<file path="config.mk">
export PLATFORM = sky130hd
export DESIGN_NAME = flexbex_irq_ctrl
export DESIGN_NICKNAME = d
export VERILOG_FILES = /design/src/rtl/flexbex_irq_pkg.sv /design/src/rtl/flexbex_irq_sync.sv /design/src/rtl/flexbex_irq_ctrl.sv
export SDC_FILE = /design/constraint.sdc
export NUM_CORES = 1
export LEC_CHECK = 0
export BUFFER_PORTS_ARGS = -buffer_cell sky130_fd_sc_hd__buf_2
export CAP_MARGIN = 20
export CORE_MARGIN = 4
export CORE_UTILIZATION = 46
export CTS_BUF_LIST = sky130_fd_sc_hd__clkbuf_4 sky130_fd_sc_hd__clkbuf_8
export DETAILED_ROUTE_END_ITERATION = 6
export PLACE_DENSITY = 0.82
export SETUP_SLACK_MARGIN = 0.3
export SYNTH_ARGS = -nofsm -noshare
export SYNTH_HDL_FRONTEND = slang
export SYNTH_SLANG_ARGS = --single-unit
</file>
<file path="constraint.sdc">
create_clock -name clk -period 1.8 [get_ports clk]
set_input_delay 0.54 -clock clk [delete_from_list [all_inputs] [get_ports clk]]
set_output_delay 0.54 -clock clk [all_outputs]
set_load 0.005 [all_outputs]
</file>
<file path="src/rtl/flexbex_irq_pkg.sv">
// Shared types and helpers for the flexbex interrupt front-end.
package flexbex_irq_pkg;

  localparam int IRQ_ID_W_MAX = 5;

  typedef enum logic [1:0] {
    IRQ_IDLE = 2'd0,
    IRQ_REQ  = 2'd1,
    IRQ_GAP  = 2'd2
  } irq_state_e;

  // Lowest set bit wins; returns 0 for an empty vector.
  function automatic logic [IRQ_ID_W_MAX-1:0] prio_enc(input logic [31:0] vec);
    logic [IRQ_ID_W_MAX-1:0] idx;
    idx = '0;
    for (int i = 31; i >= 0; i--) begin
      if (vec[i]) idx = IRQ_ID_W_MAX'(i);
    end
    return idx;
  endfunction

endpackage

</file>
<file path="src/rtl/flexbex_irq_sync.sv">
// Parametrised-width two-flop synchroniser, cleared to 0 on reset.
module flexbex_irq_sync #(
  parameter int W = 1
) (
  input  logic         clk,
  input  logic         rst,
  input  logic [W-1:0] d_i,
  output logic [W-1:0] q_o
);

  logic [W-1:0] meta_reg;
  logic [W-1:0] sync_reg;

  always_ff @(posedge clk or posedge rst) begin
    if (rst) begin
      meta_reg <= '0;
      sync_reg <= '0;
    end else begin
      meta_reg <= d_i;
      sync_reg <= meta_reg;
    end
  end

  assign q_o = sync_reg;

endmodule

</file>
<file path="src/rtl/flexbex_irq_ctrl.sv">
// Interrupt front-end: level/edge pending, mask, fixed priority, held request/ID until ack.
// Optional input synchronisers are compiled in with FLEXBEX_IRQ_SYNC_EN.
module flexbex_irq_ctrl
  import flexbex_irq_pkg::*;
#(
  parameter int          N_IRQ     = 16,
  parameter int          ID_W      = 5,
  parameter logic [31:0] EDGE_MASK = 32'h0
) (
  input  logic             clk,
  input  logic             rst,
  input  logic [N_IRQ-1:0] irq_i,
  input  logic             mask_we_i,
  input  logic [N_IRQ-1:0] mask_wdata_i,
  input  logic [N_IRQ-1:0] pend_clr_i,
  input  logic             irq_ack_i,
  input  logic [ID_W-1:0]  irq_ack_id_i,
  output logic             irq_req_ctrl_o,
  output logic [ID_W-1:0]  irq_id_ctrl_o,
  output logic             irq_wake_o,
  output logic [N_IRQ-1:0] mask_o,
  output logic [N_IRQ-1:0] pending_o
);

  localparam logic [1:0] S_IDLE = 2'(IRQ_IDLE);
  localparam logic [1:0] S_REQ  = 2'(IRQ_REQ);
  localparam logic [1:0] S_GAP  = 2'(IRQ_GAP);

  logic [N_IRQ-1:0] irq_q;
  logic [N_IRQ-1:0] irq_prev_reg;
  logic [N_IRQ-1:0] rise;
  logic [N_IRQ-1:0] mask_reg, mask_next;
  logic [N_IRQ-1:0] pend_reg, pend_next;
  logic [N_IRQ-1:0] elig, elig_next, held_sel;
  logic [31:0]      elig_ext;
  logic [1:0]       state_reg, state_next;
  logic [ID_W-1:0]  id_reg, id_next;
  logic             ack_ok;
  logic             held_elig_next;

`ifdef FLEXBEX_IRQ_SYNC_EN
  flexbex_irq_sync #(.W(N_IRQ)) u_sync (
    .clk (clk),
    .rst (rst),
    .d_i (irq_i),
    .q_o (irq_q)
  );
`else
  assign irq_q = irq_i;
`endif

  assign rise      = irq_q & ~irq_prev_reg;
  assign ack_ok    = (state_reg == S_REQ) && irq_ack_i && (irq_ack_id_i == id_reg);
  assign mask_next = mask_we_i ? mask_wdata_i : mask_reg;

  // A fresh edge beats a same-cycle clear; level lines simply track the input.
  for (genvar gi = 0; gi < N_IRQ; gi++) begin : g_pend
    if (EDGE_MASK[gi]) begin : g_edge
      assign pend_next[gi] = rise[gi] |
                             (pend_reg[gi] & ~pend_clr_i[gi] & ~(ack_ok && (id_reg == ID_W'(gi))));
    end else begin : g_level
      assign pend_next[gi] = irq_q[gi];
    end
  end

  assign elig      = pend_reg & mask_reg;
  assign elig_ext  = 32'(elig);
  assign elig_next = pend_next & mask_next;
  assign held_sel  = N_IRQ'(1) << id_reg;
  // Withdraw looks ahead so the request never shows with an ineligible ID.
  assign held_elig_next = |(elig_next & held_sel);

  always_comb begin
    state_next = state_reg;
    id_next    = id_reg;
    case (state_reg)
      S_IDLE: begin
        if (|elig) begin
          id_next    = ID_W'(prio_enc(elig_ext));
          state_next = S_REQ;
        end
      end
      S_REQ: begin
        if (ack_ok)               state_next = S_GAP;
        else if (!held_elig_next) state_next = S_IDLE;
      end
      S_GAP:   state_next = S_IDLE;
      default: state_next = S_IDLE;
    endcase
  end

  always_ff @(posedge clk or posedge rst) begin
    if (rst) begin
      irq_prev_reg <= '0;
      mask_reg     <= '0;
      pend_reg     <= '0;
      state_reg    <= S_IDLE;
      id_reg       <= '0;
    end else begin
      irq_prev_reg <= irq_q;
      mask_reg     <= mask_next;
      pend_reg     <= pend_next;
      state_reg    <= state_next;
      id_reg       <= id_next;
    end
  end

  assign irq_req_ctrl_o = (state_reg == S_REQ);
  assign irq_id_ctrl_o  = id_reg;
  assign irq_wake_o     = |pend_reg;
  assign mask_o         = mask_reg;
  assign pending_o      = pend_reg;

endmodule

</file>
==> results.json, run 1 <==
{
  "ir_drop_uv": 577,
  "grt_pass1_wl_um": 8200,
  "layout_commonest_cell": "buf_2",
  "die_area_um2": 4920,
  "whs_ps": 351,
  "drcViolationCount": 0,
  "gp_congestion": 0.849,
  "wl_per_cell_um": 19.0,
  "vias": 1731,
  "cts_buffers": 5,
  "antenna_found_initial": 0,
  "synth_seq_area_share": 0.536,
  "grt_pass1_vias": 1701,
  "htreeDepth": 2,
  "clk_pin_slew_worst_paths_ps": 70,
  "routed.top_layer": "met4",
  "final_antenna_net_count": 0,
  "cts_hold_buf": 0,
  "num-nets-final": 305,
  "critPathBufInv": 1,
  "finClkSkew_ps": 5.38,
  "n_antenna_cell": 0,
  "synthesis.nets": 206,
  "fin_ws_ps": -21.2,
  "grt_max_degree": 39,
  "cts_buffer_depth": 2,
  "grt.total_usage": 0.212,
  "drive_gt1_frac": 0.570,
  "routed_wl_um": 5660,
  "slowest_stage": "dfrtp_2",
  "final_max_slew_viol_count": 0,
  "cp.required_ps": 1260,
  "yosysWarnings": 0,
  "die_h_um": 70.1,
  "grt_remaining_overflow": 0,
  "finalPower_mw": 2.74,
  "setup_viol": 1,
  "synth_cells": 149,
  "critical_path_class": "reg -> out",
  "crit_family": "flip-flops",
  "fillers": 289,
  "io_buffer_count": 78,
  "route.met2.wl_um": 2830,
  "synth_seq_cells": 38,
  "critical_path.cell_chain": "nor4_4, nand4_1, buf_2",
  "initial_core_util": 0.481,
  "row_count": 22,
  "insertion_delay_ps": 290,
  "layout_common_cells": "buf_2, dfrtp_1, buf_4, nand2_1, mux2_4",
  "vias_per_cell": 5.83,
  "cts_sinks": 38,
  "core_area_um2": 3690,
  "rsz0062_at_grt": "yes",
  "power_density_nw_per_um2": 1050,
  "synth_cell_types": 41,
  "final_hold_viol_count": 0,
  "ys_async_sr_fraction": 1.00,
  "syn_area_per_cell_um2": 11.9,
  "status": "finished, violations left",
  "violations": "setup timing",
  "start_kind": "register",
  "leakage_nw": 1.26,
  "syn_area_um2": 1780,
  "drt_iter0_markers": 125,
  "cts_tree": "yes",
  "synth_edf_count": 0,
  "ios": 96,
  "seqCellArea_um2": 957,
  "crit_arrival_ps": 1280,
  "critPathMaxFanout": 4,
  "synthFlopType": "dfrtp_1",
  "max_stage_delay_ps": 460,
  "cts_root_buf": "clkbuf_8",
  "multi_input_area_um2": 870,
  "dr.pass1.iters": 7,
  "dp_hpwl_um": 3890,
  "end_kind": "output port",
  "drv_cap": 0,
  "wl_met1_um": 2070,
  "synthToLayoutAreaGrowth_pct": 46.7,
  "die_width_um": 70.1,
  "min_path_type": "in -> async",
  "timing.final.crit_share": 1.01,
  "met3WireLength_um": 523,
  "min_period_ps": 1820,
  "fmax_mhz": 549
}
[kinds of logic (layout without fill, tap and decap cells)]
family	Yosys count	count (layout)	synth area share
AO/OA/AOI/OAI	38	38	0.168
XOR/XNOR	1	1	0.00493
buffers and inverters	12	112	0.0388
flip-flops	38	38	0.536
multiplexers	18	18	0.133
other	1	1	0.00211
AND/OR/NAND/NOR	41	41	0.118
[worst register-to-register path, delay by kind of cell, from the launching register on]
family / cells / cell delay (ps)
compound gates: 2 / 650
mux: 1 / 330
simple gates: 1 / 210
flops: 1 / 460
[where the power goes]
part | switching [mW] | leakage [nW] | internal [mW]
combinational | 0.428 | 0.768 | 0.526
clock | 0.281 | 0.0517 | 0.324
sequential | 0.205 | 0.443 | 0.972
total | 0.915 | 1.26 | 1.82
[through the flow]
step	utilization	std cells	setup WS, ps	setup TNS, ps	cell area [um2]
after floorplan	-	149	-9.27	-9.27	1790
after global placement	0.611	277	-295	-295	2250
after detailed placement	0.611	277	-318	-318	2250
after CTS	0.673	291	-18.3	-18.3	2480
after global routing	0.706	297	-95.1	-109	2600
final	0.706	297	-21.2	-21.2	2600
[cells in the mapped netlist, types with 2 or more instances]
| cell | number | area share |
|---|---|---|
| a22oi_1 | 7 | 0.030 |
| a21oi_1 | 5 | 0.014 |
| dfrtp_1 | 38 | 0.54 |
| nor4_1 | 5 | 0.018 |
| mux2_2 | 3 | 0.019 |
| o21ai_0 | 2 | 0.0056 |
| nand4_1 | 2 | 0.0070 |
| nand2_1 | 16 | 0.034 |
| o311a_1 | 2 | 0.011 |
| inv_2 | 2 | 0.0042 |
| mux2_4 | 6 | 0.051 |
| a32o_1 | 4 | 0.023 |
| clkbuf_1 | 2 | 0.0042 |
| a22o_1 | 3 | 0.015 |
| nand2b_1 | 3 | 0.011 |
| nor2_1 | 3 | 0.0063 |
| mux2_1 | 8 | 0.051 |
| and3_1 | 3 | 0.011 |
| a31oi_1 | 2 | 0.0070 |
| nand3_1 | 5 | 0.014 |
| a311oi_1 | 2 | 0.0099 |
| a222oi_1 | 2 | 0.011 |
| and4_1 | 2 | 0.0099 |
| inv_1 | 4 | 0.0085 |
| o21ai_1 | 2 | 0.0056 |
[timing repair]
action / CTS / global route
hold endpoints to repair: 0 / 0
endpoints found under the setup margin: 10 / 9
buffers inserted: 6 / 6
resized for setup: 21 / 15
pin swaps: 10 / 6
[final timing paths]
kind,start,endpoint,slack [ps],cells after the start
max,pending_o[8]$_DFF_PP0_,irq_wake_o,-20,3
min,rst,pending_o[6]$_DFF_PP0_,350,3
max reg2reg,pending_o[3]$_DFF_PP0_,irq_id_ctrl_o[0]$_DFFE_PP0P_,50,4
min reg2reg,mask_o[15]$_DFF_PP0_,mask_o[15]$_DFF_PP0_,600,1
max in group asynchronous,rst,irq_id_ctrl_o[0]$_DFFE_PP0P_,1090,3
min in group clk,irq_i[8],pending_o[8]$_DFF_PP0_,370,1
[cell type report]
cell class | instances | share of cell area
flip-flops and latches | 38 | 0.368
multi-input cells | 99 | 0.334
repair buffers | 98 | 0.230
clock buffers | 7 | 0.0346
well taps | 48 | 0.0231
inverters | 6 | 0.00865
clock inverters | 1 | 0.00192
[per-layer routing]
layer / up-vias / GRT usage
li1: 770 / -
met4: 0 / 0.0894
met1: 833 / 0.256
met2: 107 / 0.359
met5: - / 0
met3: 21 / 0.0532
Power figures use the tool's default switching activity.
==> inputs of run 2 (changes only) <==
Settings changed: BUFFER_PORTS_ARGS -buffer_cell sky130_fd_sc_hd__buf_2 to not set, CORE_UTILIZATION 46 to 50, DONT_BUFFER_PORTS set to 1, PLACE_DENSITY 0.82 to not set, SLEW_MARGIN set to 20.
==> run 2 against run 1 <==
Clock-buffer cell count is the same. The flow still finishes with violations (setup timing). Sequential power is essentially flat. Critical path depth shrank 1. Cell area shrank 18%. First-iteration DRC count shrank 54%. Utilization shrank 7.9 points. Power shrank 8.5%. Register-to-register slack gained 30 ps. Clock power shrank 2%.
==> results.json, run 2 (synthesis results as in run 1) <==
{
  "status": "finished, violations left",
  "violations": "setup timing",
  "n_antenna_cell": 0,
  "cts_tree": "yes",
  "fillers": 274,
  "crit_arrival_ps": 1270,
  "layout_commonest_cell": "dfrtp_1",
  "timing.final.crit_share": 1.00,
  "grt_max_degree": 39,
  "cts_buffers": 5,
  "layout_common_cells": "dfrtp_1, nand2_1, buf_4, mux2_4, dfrtp_2",
  "critPathMaxFanout": 4,
  "num-nets-final": 222,
  "p_int_mw": 1.68,
  "clk_pin_slew_worst_paths_ps": 110,
  "drcViolationCount": 0,
  "critical_path_class": "reg -> out",
  "power_density_nw_per_um2": 1180,
  "grt_remaining_overflow": 0,
  "initial_core_util": 0.524,
  "finalPower_mw": 2.50,
  "fmax_mhz": 553,
  "min_path_type": "in -> async",
  "synthToLayoutAreaGrowth_pct": 19.7,
  "final_hold_viol_count": 0,
  "start_kind": "register",
  "multi_input_area_um2": 877,
  "whs_ps": 197,
  "setup_viol": 1,
  "dp_hpwl_um": 3580,
  "combPwrFrac": 0.293,
  "drv_cap": 0,
  "dr.pass1.iters": 4,
  "drt_iter0_markers": 57,
  "io_buffer_count": 0,
  "drive_gt1_frac": 0.398,
  "wl_per_cell_um": 22.8,
  "die_area_um2": 4570,
  "core_area_um2": 3390,
  "placedInstanceArea_um2": 1900,
  "insertion_delay_ps": 340,
  "die_h_um": 67.6,
  "end_kind": "output port",
  "htreeDepth": 2,
  "min_period_ps": 1810,
  "cp.required_ps": 1260,
  "grt_pass1_vias": 1442,
  "setup_tns_ps": -8.14,
  "pwr-share-clk": 0.235,
  "switching_share": 0.331,
  "grt_pass1_wl_um": 7330,
  "cts_buffer_depth": 2,
  "ios": 96,
  "final_antenna_net_count": 0,
  "final_max_slew_viol_count": 0,
  "dp_slack_ps": -16.1,
  "vias": 1352,
  "vias_per_cell": 6.38,
  "pwr-share-seq": 0.472,
  "row_count": 21,
  "fin_ws_ps": -8.14,
  "cts_root_buf": "clkbuf_4",
  "die_width_um": 67.6,
  "seqCellArea_um2": 962,
  "antenna_found_initial": 0,
  "gp_congestion": 0.807,
  "ir_drop_uv": 720,
  "leakage_nw": 0.906,
  "cts_sinks": 38,
  "finalInstanceArea_um2": 2130,
  "cts_hold_buf": 0,
  "rrSetupSlack_ps": 80,
  "rsz0062_at_grt": "yes",
  "finClkSkew_ps": 6.34,
  "net-switching-power_mw": 0.830,
  "grt.total_usage": 0.223,
  "routed_wl_um": 4840
}
[run 2: changes by cell type in the layout (fill, tap and decap cells not counted), moves of 4 or more]
cell | previous run | this run
clkbuf_4 | 1 | 7
dfrtp_1 | 33 | 29
buf_6 | 7 | 3
dfrtp_2 | 5 | 9
buf_2 | 73 | 0
buf_4 | 16 | 12
clkbuf_8 | 6 | 0
[run 2: repair_timing]
item	4_1_cts	5_1_grt
pin swaps	9	2
buffers inserted	1	1
endpoints found under the setup margin	7	8
gates resized for setup	22	12
[run 2: worst paths after layout]
kind	startpoint	cells past startpoint	to
worst max-delay path	pending_o[5]$_DFF_PP0_	2	irq_wake_o
worst min-delay path	rst	2	pending_o[2]$_DFF_PP0_
worst max register to register	pending_o[1]$_DFF_PP0_	6	irq_id_ctrl_o[2]$_DFFE_PP0P_
worst min register to register	mask_o[14]$_DFF_PP0_	1	mask_o[14]$_DFF_PP0_
max in group asynchronous	rst	2	irq_id_ctrl_o[1]$_DFFE_PP0P_
min in group clk	irq_i[8]	0	pending_o[8]$_DFF_PP0_
[run 2: layout make-up]
type                            instances  share of cell area
Clock buffer                            7              0.0247
Clock inverter                          1              0.0141
Inverter                                6              0.0106
Multi-Input combinational cell         99               0.413
Sequential cell                        38               0.453
Tap cell                               46              0.0271
Timing Repair Buffer                   15              0.0583
[run 2: power groups by stage]
stage | Sequential (mW) | Combinational [mW] | Clock, mW
after floorplan | 1.07 | 0.523 | 0
after global placement | 1.17 | 0.624 | 0
after detailed placement | 1.17 | 0.633 | 0
after CTS | 1.17 | 0.685 | 0.606
after global routing | 1.21 | 0.801 | 0.645
final | 1.18 | 0.733 | 0.590
[run 2: stage by stage]
stage / cells / utilization
floorplan: 149 / -
global placement: 202 / 0.560
detailed placement: 202 / 0.560
CTS: 211 / 0.609
global route: 212 / 0.627
finish: 212 / 0.627
[run 2: worst max-delay path, stage by stage (launching register included)]
cell and delay (ps):
dfrtp_2 460, nor4_4 300, nand4_1 170
[run 2: routing by layer]
layer / routed length, um / vias to the layer above / track usage / part of all wire
li1: - / 599 / - / -
met1: 1840 / 670 / 0.268 / 0.38
met5: 0 / - / 0 / 0
met3: 516 / 13 / 0.0932 / 0.11
met2: 2370 / 70 / 0.351 / 0.49
met4: 102 / 0 / 0.0937 / 0.021
